**src/rtl/dmem_pkg.sv**
```systemverilog
// dmem_pkg: shared constants and helpers for the wait-state data memory
// and its lane unit.
//   - RISC-V funct3 size/sign codes for loads and stores
//   - FSM state encoding for dmem_ws
//   - f3_illegal / misaligned: access-fault helpers
package dmem_pkg;

  // RISC-V load/store size/sign codes
  localparam logic [2:0] F3_B  = 3'b000;
  localparam logic [2:0] F3_H  = 3'b001;
  localparam logic [2:0] F3_W  = 3'b010;
  localparam logic [2:0] F3_BU = 3'b100;
  localparam logic [2:0] F3_HU = 3'b101;

  // FSM state encoding
  localparam logic [1:0] ST_IDLE = 2'd0;
  localparam logic [1:0] ST_WAIT = 2'd1;
  localparam logic [1:0] ST_RESP = 2'd2;

  // Unknown codes are always illegal; unsigned codes are illegal for stores.
  function automatic logic f3_illegal(input logic we, input logic [2:0] f3);
    logic bad;
    case (f3)
      F3_B, F3_H, F3_W: bad = 1'b0;
      F3_BU, F3_HU:     bad = we;
      default:          bad = 1'b1;
    endcase
    return bad;
  endfunction

  // Halfwords need an even address; words need a 4-byte-aligned address.
  function automatic logic misaligned(input logic [2:0] f3, input logic [1:0] off);
    logic mis;
    case (f3)
      F3_H, F3_HU: mis = off[0];
      F3_W:        mis = (off != 2'b00);
      default:     mis = 1'b0;
    endcase
    return mis;
  endfunction

endpackage

```
**src/rtl/dmem_lane.sv**
```systemverilog
// dmem_lane: combinational byte-lane unit.
//   Store side: turns a size code and byte offset into a 4-bit byte enable,
//   and replicates the right-aligned store data across the lanes.
//   Load side: picks the addressed byte/halfword out of a 32-bit word and
//   sign- or zero-extends it.
// Ports:
//   funct3 in  3   size/sign code (already legal; unknown codes act as W)
//   off    in  2   byte offset within the word
//   wdata  in  32  right-aligned store data
//   rword  in  32  word read from storage
//   be     out 4   byte enables for the store
//   wrep   out 32  store data replicated onto every candidate lane
//   rext   out 32  extended load result
module dmem_lane
  import dmem_pkg::*;
(
  input  logic [2:0]  funct3,
  input  logic [1:0]  off,
  input  logic [31:0] wdata,
  input  logic [31:0] rword,
  output logic [3:0]  be,
  output logic [31:0] wrep,
  output logic [31:0] rext
);

  logic [7:0]  byte_s;
  logic [15:0] half_s;

  // Store byte enables and lane replication.
  always_comb begin
    be   = 4'b1111;
    wrep = wdata;
    case (funct3)
      F3_B: begin
        wrep = {4{wdata[7:0]}};
        case (off)
          2'b00:   be = 4'b0001;
          2'b01:   be = 4'b0010;
          2'b10:   be = 4'b0100;
          2'b11:   be = 4'b1000;
          default: be = 4'b0000;
        endcase
      end
      F3_H: begin
        wrep = {2{wdata[15:0]}};
        if (off[1]) begin
          be = 4'b1100;
        end else begin
          be = 4'b0011;
        end
      end
      default: begin
        be   = 4'b1111;
        wrep = wdata;
      end
    endcase
  end

  // Load lane selection.
  always_comb begin
    byte_s = 8'd0;
    half_s = 16'd0;
    case (off)
      2'b00:   byte_s = rword[7:0];
      2'b01:   byte_s = rword[15:8];
      2'b10:   byte_s = rword[23:16];
      2'b11:   byte_s = rword[31:24];
      default: byte_s = 8'd0;
    endcase
    if (off[1]) begin
      half_s = rword[31:16];
    end else begin
      half_s = rword[15:0];
    end
  end

  // Load sign/zero extension.
  always_comb begin
    rext = rword;
    case (funct3)
      F3_B:    rext = {{24{byte_s[7]}}, byte_s};
      F3_BU:   rext = {24'd0, byte_s};
      F3_H:    rext = {{16{half_s[15]}}, half_s};
      F3_HU:   rext = {16'd0, half_s};
      default: rext = rword;
    endcase
  end

endmodule

```
**src/rtl/dmem_ws.sv**
```systemverilog
// dmem_ws: word-organised, byte-addressed data RAM with RISC-V sized
// loads/stores behind a req/ready handshake and WAIT_CYC wait states.
// Optional feature macro: DMEM_WS_FAULT_EN
//   defined   -> illegal funct3 / misaligned accesses fault (err=1, no write,
//                response one cycle after acceptance)
//   undefined -> err tied low; misaligned addresses are force-aligned and
//                illegal funct3 is treated as W; every access takes WAIT_CYC
// Ports:
//   clk    in  1       clock
//   rst    in  1       synchronous active-high reset (RAM is not cleared)
//   req    in  1       access request, sampled only while idle
//   we     in  1       1 = store, 0 = load
//   funct3 in  3       size/sign code
//   addr   in  ADDR_W  byte address (wraps modulo DEPTH*4)
//   dataw  in  32      right-aligned store data
//   ready  out 1       one-cycle completion pulse
//   datar  out 32      extended load result, valid with ready
//   err    out 1       access fault, valid with ready
module dmem_ws
  import dmem_pkg::*;
#(
  parameter int ADDR_W   = 8,
  parameter int DEPTH    = 64,
  parameter int WAIT_CYC = 2
) (
  input  logic              clk,
  input  logic              rst,
  input  logic              req,
  input  logic              we,
  input  logic [2:0]        funct3,
  input  logic [ADDR_W-1:0] addr,
  input  logic [31:0]       dataw,
  output logic              ready,
  output logic [31:0]       datar,
  output logic              err
);

  localparam int   IDX_W   = $clog2(DEPTH);
  localparam logic NO_WAIT = (WAIT_CYC == 0);

  logic [31:0]       mem_r [DEPTH];

  logic [1:0]        state_r;
  logic [3:0]        cnt_r;
  logic              we_r;
  logic [2:0]        f3_r;
  logic [ADDR_W-1:0] addr_r;
  logic [31:0]       dataw_r;
  logic              ready_r;
  logic [31:0]       datar_r;
  logic              err_r;

  logic              cur_we_s;
  logic [2:0]        cur_f3_s;
  logic [ADDR_W-1:0] cur_addr_s;
  logic [31:0]       cur_dataw_s;
  logic [2:0]        eff_f3_s;
  logic [1:0]        eff_off_s;
  logic              fault_s;
  logic              commit_s;
  logic              wr_en_s;
  logic [IDX_W-1:0]  idx_s;
  logic [31:0]       rword_s;
  logic [3:0]        be_s;
  logic [31:0]       wrep_s;
  logic [31:0]       rext_s;
  logic [31:0]       resp_data_s;

  // When idle the access may commit on its acceptance edge (fault, or no
  // wait states), so the live inputs are used; afterwards the latched copy.
  always_comb begin
    if (state_r == ST_IDLE) begin
      cur_we_s    = we;
      cur_f3_s    = funct3;
      cur_addr_s  = addr;
      cur_dataw_s = dataw;
    end else begin
      cur_we_s    = we_r;
      cur_f3_s    = f3_r;
      cur_addr_s  = addr_r;
      cur_dataw_s = dataw_r;
    end
  end

`ifdef DMEM_WS_FAULT_EN
  // Faulting accesses are flagged; the lane unit sees the raw request.
  always_comb begin
    eff_f3_s  = cur_f3_s;
    eff_off_s = cur_addr_s[1:0];
    fault_s   = f3_illegal(cur_we_s, cur_f3_s) | misaligned(cur_f3_s, cur_addr_s[1:0]);
  end
`else
  // No faults: illegal codes become W, and the offset is forced to the
  // natural alignment of the (possibly substituted) access size.
  always_comb begin
    fault_s   = 1'b0;
    eff_off_s = cur_addr_s[1:0];
    if (f3_illegal(cur_we_s, cur_f3_s)) begin
      eff_f3_s = F3_W;
    end else begin
      eff_f3_s = cur_f3_s;
    end
    case (eff_f3_s)
      F3_H, F3_HU: eff_off_s = {cur_addr_s[1], 1'b0};
      F3_W:        eff_off_s = 2'b00;
      default:     eff_off_s = cur_addr_s[1:0];
    endcase
  end
`endif

  assign idx_s   = cur_addr_s[IDX_W+1:2];
  assign rword_s = mem_r[idx_s];

  // Address bits above the word index are ignored (wrap-around).
  generate
    if (ADDR_W > IDX_W + 2) begin : g_hi_addr
      logic unused_hi_s;
      assign unused_hi_s = ^cur_addr_s[ADDR_W-1:IDX_W+2];
    end
  endgenerate

  dmem_lane u_lane (
    .funct3 (eff_f3_s),
    .off    (eff_off_s),
    .wdata  (cur_dataw_s),
    .rword  (rword_s),
    .be     (be_s),
    .wrep   (wrep_s),
    .rext   (rext_s)
  );

  // The access is performed on the edge that enters RESP: immediately on
  // acceptance for faults or zero wait states, else when the counter hits 0.
  always_comb begin
    commit_s = 1'b0;
    case (state_r)
      ST_IDLE: commit_s = req & (fault_s | NO_WAIT);
      ST_WAIT: commit_s = (cnt_r == 4'd1);
      default: commit_s = 1'b0;
    endcase
  end

  // Stores and faults return zero data.
  always_comb begin
    if (fault_s || cur_we_s) begin
      resp_data_s = 32'd0;
    end else begin
      resp_data_s = rext_s;
    end
  end

  assign wr_en_s = commit_s & cur_we_s & ~fault_s & ~rst;

  // RAM byte-lane write; contents survive reset.
  always_ff @(posedge clk) begin
    if (wr_en_s) begin
      for (int i = 0; i < 4; i++) begin
        if (be_s[i]) begin
          mem_r[idx_s][8*i +: 8] <= wrep_s[8*i +: 8];
        end
      end
    end
  end

  // Handshake FSM, wait counter, request latch and registered response.
  always_ff @(posedge clk) begin
    if (rst) begin
      state_r <= ST_IDLE;
      cnt_r   <= 4'd0;
      we_r    <= 1'b0;
      f3_r    <= 3'd0;
      addr_r  <= '0;
      dataw_r <= 32'd0;
      ready_r <= 1'b0;
      datar_r <= 32'd0;
      err_r   <= 1'b0;
    end else begin
      case (state_r)
        ST_IDLE: begin
          ready_r <= 1'b0;
          datar_r <= 32'd0;
          err_r   <= 1'b0;
          if (req) begin
            we_r    <= we;
            f3_r    <= funct3;
            addr_r  <= addr;
            dataw_r <= dataw;
            if (commit_s) begin
              state_r <= ST_RESP;
              ready_r <= 1'b1;
              err_r   <= fault_s;
              datar_r <= resp_data_s;
            end else begin
              state_r <= ST_WAIT;
              cnt_r   <= 4'(WAIT_CYC);
            end
          end
        end
        ST_WAIT: begin
          cnt_r <= cnt_r - 4'd1;
          if (commit_s) begin
            state_r <= ST_RESP;
            ready_r <= 1'b1;
            err_r   <= fault_s;
            datar_r <= resp_data_s;
          end
        end
        ST_RESP: begin
          // ready is high during this state; drop it and return to idle
          state_r <= ST_IDLE;
          ready_r <= 1'b0;
          datar_r <= 32'd0;
          err_r   <= 1'b0;
        end
        default: begin
          state_r <= ST_IDLE;
          cnt_r   <= 4'd0;
          ready_r <= 1'b0;
          datar_r <= 32'd0;
          err_r   <= 1'b0;
        end
      endcase
    end
  end

  assign ready = ready_r;
  assign datar = datar_r;
  assign err   = err_r;

endmodule

```
**config.mk**
```make
export PLATFORM = sky130hd
export DESIGN_NAME = dmem_ws
export DESIGN_NICKNAME = d
export VERILOG_FILES = /design/src/rtl/dmem_pkg.sv /design/src/rtl/dmem_lane.sv /design/src/rtl/dmem_ws.sv
export SDC_FILE = /design/constraint.sdc
export NUM_CORES = 2
export LEC_CHECK = 0
export CAP_MARGIN = 30
export CORE_MARGIN = 2
export CORE_UTILIZATION = 25
export DETAILED_ROUTE_END_ITERATION = 6
export MAX_ROUTING_LAYER = met4
export PLACE_DENSITY = 0.42
export RECOVER_POWER = 50
export SLEW_MARGIN = 20
export SYNTH_ARGS = -nofsm -noshare
export SYNTH_HDL_FRONTEND = slang
export SYNTH_SLANG_ARGS = --single-unit
```
**constraint.sdc**
```tcl
create_clock -name clk -period 6 [get_ports clk]
set_input_delay 0.9 -clock clk [delete_from_list [all_inputs] [get_ports clk]]
set_output_delay 0.9 -clock clk [all_outputs]
set_load 0.005 [all_outputs]
```
### Yosys cells after proc, flatten, opt, wreduce, memory -nomap -nowiden

Memories as Yosys holds them, arrays and structs flattened.
Index checks and enable logic that the tools add are counted.

| word-level totals | value |
|---|---|
| register bits after elaboration | 83 |
| RAM bits | 2048 |
| output and inout bits | 34 |
| logic and storage cells | 84 |
| memories kept | 1 |

Memories:

| name | depth | bits a word | rd ports | clocked after Yosys merged registers in | write ports | RTL line | source |
|---|---|---|---|---|---|---|---|
| mem_r | 64 | 32 | 1 | 0 | 1 | dmem_ws.sv:41 | `logic [31:0] mem_r [DEPTH];` |

| cells by class | value |
|---|---|
| add/sub/neg operators | 1 |
| eq/ne operators | 17 |
| multiplexer cells | 43 |
| bitwise logic cells | 4 |
| reduce and logical (&&, ||, !) cells | 10 |

Operator list:

| operator | number |
|---|---|
| $mux 32 | 5 |
| $pmux 32 s2 | 2 |
| $pmux 32 s4 | 1 |
| $pmux 8 s4 | 1 |
| $mux 1 | 17 |
| $mux 16 | 1 |
| $pmux 4 s4 | 1 |
| $eq 3x3->1 const B | 4 |
| $mux 4 | 3 |
| $pmux 4 s3 | 1 |
| $mux 8 | 1 |
| $pmux 2 s2 | 2 |
| $pmux 4 s2 | 1 |
| $eq 2x2->1 const B | 3 |
| $eq 3x1->1 const B | 2 |
| $eq 3x2->1 const B | 2 |
| $logic_not 3->1 | 2 |
| $mux 2 | 3 |
| $mux 3 | 2 |
| $ne 2x2->1 const B | 3 |
| $eq 2x1->1 const B | 2 |
| $eq 4x1->1 const B | 1 |
| $logic_not 2->1 | 2 |
| $pmux 1 s2 | 2 |
| 7 further kinds | 11 |

### Logic depth before layout (Yosys ltp)

| logic depth | value |
|---|---|
| depth after elaboration | 16 |
| gate-level depth with buffers | 17 |
| mapped depth without buffers | 9 |

### Modules after synthesis

From an unflattened synthesis, not the netlist that was laid out.

| second synthesis, totals | value |
|---|---|
| cell total of the unflattened synthesis | 5103 |
| area, all modules | 81045.2 µm² |

By module, submodules not included:

| module | instances | cells an instance | area each (µm²) | seq. area each (µm²) |
|---|---|---|---|---|
| dmem_ws | 1 | 4937 | 79864.1 | 63160.6 |
| dmem_lane | 1 | 166 | 1181.1 | 0.0 |

### Worst setup path before layout

Ideal clock, no wire load.

| path | value |
|---|---|
| kind | reg2reg |
| start | reg state_r[0] |
| end | mem mem_r[0][10], data pin |
| data arrival time | 4495 ps |
| required time | 5298 ps |
| setup slack | 803 ps |
| cell stages (with the launch flop) | 8 |
| clock period less this slack | 5197 ps |
| path through | dfxtp_1 -> buf_4 -> nor2_4 -> clkbuf_1 -> clkbuf_1 -> buf_1 -> mux2i_1 -> o21ai_0 |

| on the way | value |
|---|---|
| longest elaborated chain between the ends | 8 |
| elaborated cells between the ends (all ways) | 16 |
| those cells by class | 5 x eq/ne; 6 x mux; 5 x reduce/logical |

Ends and longest elaborated chain:

| element | RTL line | source |
|---|---|---|
| from (decl) | dmem_ws.sv:43 | `logic [1:0] state_r;` |
| from (signal assigned) | dmem_ws.sv:168 | `state_r <= ST_IDLE;` |
| from (signal assigned) | dmem_ws.sv:189 | `state_r <= ST_RESP;` |
| from (signal assigned) | dmem_ws.sv:194 | `state_r <= ST_WAIT;` |
| $logic_not 2->1 * | -- |  |
| $mux 3 | dmem_ws.sv:72 | `if (state_r == ST_IDLE) begin` |
| $eq 3x1->1 (tied with other cells) | dmem_pkg.sv:23 | `case (f3)` |
| $reduce_or 3->1 / $reduce_or 2->1 (equally long branches) | dmem_pkg.sv:23 |  |
| $pmux 1 s2 | dmem_pkg.sv:23 |  |
| $mux 3 | dmem_ws.sv:98 | `if (f3_illegal(cur_we_s, cur_f3_s)) begin` |
| $eq 3x1->1 / $logic_not 3->1 (equally long branches) | dmem_lane.sv:33 | `case (funct3)` |
| $pmux 32 s2 * | dmem_lane.sv:33 |  |
| named net u_lane.wrep[10] | dmem_lane.sv:22 | `output logic [31:0] wrep,` |
| to (decl) | dmem_ws.sv:41 |  |

Mark *: on every way through the listed nets, which the timed path passes. The rest lies on a longest branch.

### Final worst setup path

| path | value |
|---|---|
| start | reg state_r[0] |
| end | mem mem_r[53][27], data pin |

Same word-level chain as after synthesis.

==> impl.org <==
** Status
- The run finished, with violations left.
- Violated checks :: capacitance limit, slew limit

** STA
- Final worst clock skew :: ~0.046 ns
- In the finished design, the share of the clock period the worst path needs comes to 92.4%.
- Headroom to the max-slew limit came out at -99.3%.
- Pins Over Slew Limit :: about 670
- RSZ-0062 raised after global routing :: no
- Setup violations remaining at the end of the flow were counted as 0.
- Final Hold Fails :: 0
- Worst Max-Slew Pin Slew :: 2.99 ns
- Fin crit period :: approximately 5.5 ns
- Sum of negative setup slack :: 0 ns
- Maximum achievable frequency :: 180 MHz

** Power and ir drop
- Maximum vdd drop :: ~0.28 mV
- The analysis attributes to cell leakage a power of about 30 nW.
- Dividing total power by cell area gives a power density of approximately 360 nW/um^2.

** GRT
- Global-route congestion overflow total :: 0
- Global-route wire length before repair :: approximately 420 mm
- Pin count of the biggest net entering global routing :: 125
- Vias in the first global route :: about 52,000
- Global routing consumed, over all layers together, 18.4% of the routing resources.
- The initial antenna violation count came to 20.

** Clocking
- After clock tree synthesis, the clock-pin slew on the worst setup and hold paths is approximately 0.06 ns.
- Post-CTS setup repair buffer count :: 0
- TritonCTS buffer count :: 230
- The tree is rooted in a sky130_fd_sc_hd__clkbuf_16.
- Hold-fix buffer count after cts :: 0
- At the later pin of the worst-skew pair, clock insertion delay measures 0.90 ns.
- TritonCTS built the clock tree.
- Maximum count of clock buffers along a single path :: 3
- After clock tree synthesis, the repair step resized 0 gates.
- CTS saw 2,131 sinks.
- Total number of H-tree levels :: 4

** Setup path
- The worst setup path is launched from a register.
- The worst setup path is of the register to register kind.
- Largest fanout of any net on the critical path :: 30
- Element type at the critical path end :: register
- Required time worst endpoint :: between 6 and 7 ns
- Data on the critical path arrives at its endpoint at roughly 6 ns.

** Layout
- Measured on the finished design, the core utilization comes to between 30% and 40%.
- Leaving out fill and tap cells, the most frequent cells in the layout are sky130_fd_sc_hd__edfxtp_1, sky130_fd_sc_hd__o22ai_1, sky130_fd_sc_hd__nand2_1.
- Fillcell total :: roughly 32,000
- Commonest non-fill, non-tap cell in the layout :: sky130_fd_sc_hd__edfxtp_1
- The area growth from synthesis to layout is 20.1%.
- Fin nets :: between 5,000 and 6,000
- Ratio of cells with drive above 1 in the final layout :: ~14%

** Synth
- For this run, asynchronously set or reset flops after synthesis account for 0%.
- Synth warn :: 0
- Simple-gate share of the synthesized area :: under 10%
- The synthesized netlist devotes less than 1% of its cell area to adder and majority cells.
- For this run, the register share of the synthesized area comes to 77.5%.
- Cell accounting for the most synthesized area :: sky130_fd_sc_hd__edfxtp_1
- The portion of synthesized area spent on multiplexers is 0.883%.
- Of the total synthesized cell area, the portion taken by XOR and XNOR cells is less than 1%.
- Compound-Gate Fraction of Synth Area :: between 10% and 20%
- Synthesis inferred 2,131 register bits.
- In this run, synthesis inferred 2,048 flip-flops with an integrated enable.
- Synthesized cell area :: roughly 81,000 sq um
- Mean instance size in the synthesized netlist :: between 15 and 20 sq um
- Most used DFF post-synth :: sky130_fd_sc_hd__edfxtp_1
- Unique masters post-synth :: just over 80
- The synthesized design devotes to its leading area cell type between 70% and 80% of total area.
- Synthesis produced roughly 5,400 cells.
- Combinational family with the most area after synthesis :: compound AO/OA/AOI/OAI gates
- Sorting the synthesized cells by area gives the leading types as sky130_fd_sc_hd__edfxtp_1, sky130_fd_sc_hd__o22ai_1, sky130_fd_sc_hd__nor3_1, sky130_fd_sc_hd__dfxtp_1, sky130_fd_sc_hd__nand2_1.
- Synth Net Count :: 5,421

** Floorplanning
- Starting utilization of the core area :: around a quarter
- Core Area :: approximately 320,000 sq um
- The die is around 570 um wide.
- The floorplan step defined a die boundary enclosing ~330,000 sq um.
- Pin placement for this block handled slightly above 80 I/O pins.
- Number of rows created at floorplan :: around 210
- From bottom edge to top edge, the die measures about 570 um.

** Place
- The congestion estimate from routability-driven global placement came to between 0.8 and 0.9.
- DPL Wire Length :: between 150 and 200 mm
- Buffers placed on the I/O ports in this run total 79.

** Route
- ANT nets after route :: 0
- Number of DRC markers after the initial detailed-route iteration :: slightly below 6,000
- The first detailed-routing pass ran for 6 iterations.
- DRC viols :: 0
- Total detailed-routing wirelength :: 303 mm
- Vias after detailed routing :: 52,600
- Using the TritonRoute via totals, the vias-per-cell ratio works out to 5.07.
- Dividing the detail-routed wire length by the instance count gives 29.3 um.

** Min path
- Kind of path behind the tightest hold check :: input pin to register

** Run
- Number of max-cap violations :: 17
## power breakdown
group | internal, mW | switching, mW | leakage, nW
clock | 8.03 | 6.00 | 3.60
sequential | 16.9 | 0.0280 | 19.2
combinational | 0.899 | 2.91 | 7.99
total | 25.8 | 8.94 | 30.8
## cells in the mapped netlist (7+ instances only)
master / number
sky130_fd_sc_hd__a2111oi_0: 11
sky130_fd_sc_hd__a211oi_1: 99
sky130_fd_sc_hd__a21oi_1: 187
sky130_fd_sc_hd__a22oi_1: 8
sky130_fd_sc_hd__a31oi_1: 54
sky130_fd_sc_hd__a32o_1: 11
sky130_fd_sc_hd__a32oi_1: 11
sky130_fd_sc_hd__and2_1: 9
sky130_fd_sc_hd__and3_1: 111
sky130_fd_sc_hd__buf_1: 44
sky130_fd_sc_hd__buf_2: 145
sky130_fd_sc_hd__buf_4: 23
sky130_fd_sc_hd__buf_6: 24
sky130_fd_sc_hd__clkbuf_1: 171
sky130_fd_sc_hd__dfxtp_1: 83
sky130_fd_sc_hd__edfxtp_1: 2048
sky130_fd_sc_hd__inv_1: 13
sky130_fd_sc_hd__mux2i_1: 66
sky130_fd_sc_hd__nand2_1: 426
sky130_fd_sc_hd__nand3_1: 102
sky130_fd_sc_hd__nand4_1: 11
sky130_fd_sc_hd__nor2_1: 203
sky130_fd_sc_hd__nor3_1: 349
sky130_fd_sc_hd__nor4_1: 76
sky130_fd_sc_hd__o211ai_1: 28
sky130_fd_sc_hd__o21ai_0: 123
sky130_fd_sc_hd__o221ai_1: 52
sky130_fd_sc_hd__o22a_1: 21
sky130_fd_sc_hd__o22ai_1: 701
sky130_fd_sc_hd__o31ai_1: 12
sky130_fd_sc_hd__o32ai_1: 8
sky130_fd_sc_hd__o41ai_1: 14
sky130_fd_sc_hd__or3_1: 9
sky130_fd_sc_hd__or4_1: 7
## per-stage QoR
| step | hold slack [ns] | total power, mW | area [sq um] | instances | setup slack [ns] |
|---|---|---|---|---|---|
| after floorplan | 0.436 | 19.0 | 81500 | 5372 | 0.803 |
| after global placement | 0.441 | 21.1 | 90900 | 9904 | 0.226 |
| after detailed placement | 0.446 | 21.1 | 91100 | 9927 | 0.526 |
| after CTS | 0.215 | 35.1 | 98500 | 10400 | 0.816 |
| after global routing | 0.226 | 35.8 | 97900 | 10400 | 0.328 |
| final | 0.272 | 34.8 | 97900 | 10400 | 0.455 |
## critical path, stage by stage, from the launching register on
cell and delay [ns]:
sky130_fd_sc_hd__dfxtp_1 0.91, sky130_fd_sc_hd__or2_0 0.74, sky130_fd_sc_hd__buf_4 0.35, sky130_fd_sc_hd__nand2_1 0.07
sky130_fd_sc_hd__nand2_1 0.52, sky130_fd_sc_hd__nand2_1 0.48, sky130_fd_sc_hd__nand2_1 0.46, sky130_fd_sc_hd__o22a_1 0.27
sky130_fd_sc_hd__o21ai_0 0.81, sky130_fd_sc_hd__buf_4 0.57
## metal layers
metal | up-vias | global-route usage, % | share of wire, %
met4 | 0 | 4.69 | 2.6
met5 | - | - | 0
met2 | 1909 | 28.8 | 47
met3 | 376 | 3.00 | 6.5
met1 | 27600 | 24.8 | 44
li1 | 22600 | - | -
## state kept, by name (all words and copies together), names as in the netlist
signal and cells:
addr_r 8, cnt_r 4, datar 32, dataw_r 32, f3_r 3, mem_r 2048, ready 1, state_r 2
we_r 1
## worst paths after layout
check | from | endpoint | slack [ns] | cells past startpoint
worst max-delay path | state_r[0]$_SDFFE_PP0P_ | mem_r[53][27]$_DFFE_PP_ | 0.45 | 9
worst min-delay path | rst | state_r[1]$_SDFFE_PP0P_ | 0.27 | 2
worst max register to register | state_r[0]$_SDFFE_PP0P_ | mem_r[53][27]$_DFFE_PP_ | 0.45 | 9
worst min register to register | dataw_r[11]$_SDFFE_PP0P_ | dataw_r[11]$_SDFFE_PP0P_ | 0.46 | 2
## cells by family after synthesis
kind of cell | count (synthesis)
compound gates | 1418
xor+xnor | 2
fa+ha+maj | 2
buf+inv | 422
flops | 2131
mux | 71
other cells | 1
simple gates | 1325
## final cells by class
type                            instances  area [sq um]  area share, %
Antenna cell                            6          15.0         0.0153
Clock buffer                          283          6040           6.17
Clock inverter                        146          1380           1.40
Inverter                               13          48.8         0.0498
Multi-Input combinational cell       2819         16600           16.9
Sequential cell                      2131         63200           64.5
Tap cell                             4325          5410           5.53
Timing Repair Buffer                  645          5300           5.41
Note: power is estimated with default switching activity, not from simulation.
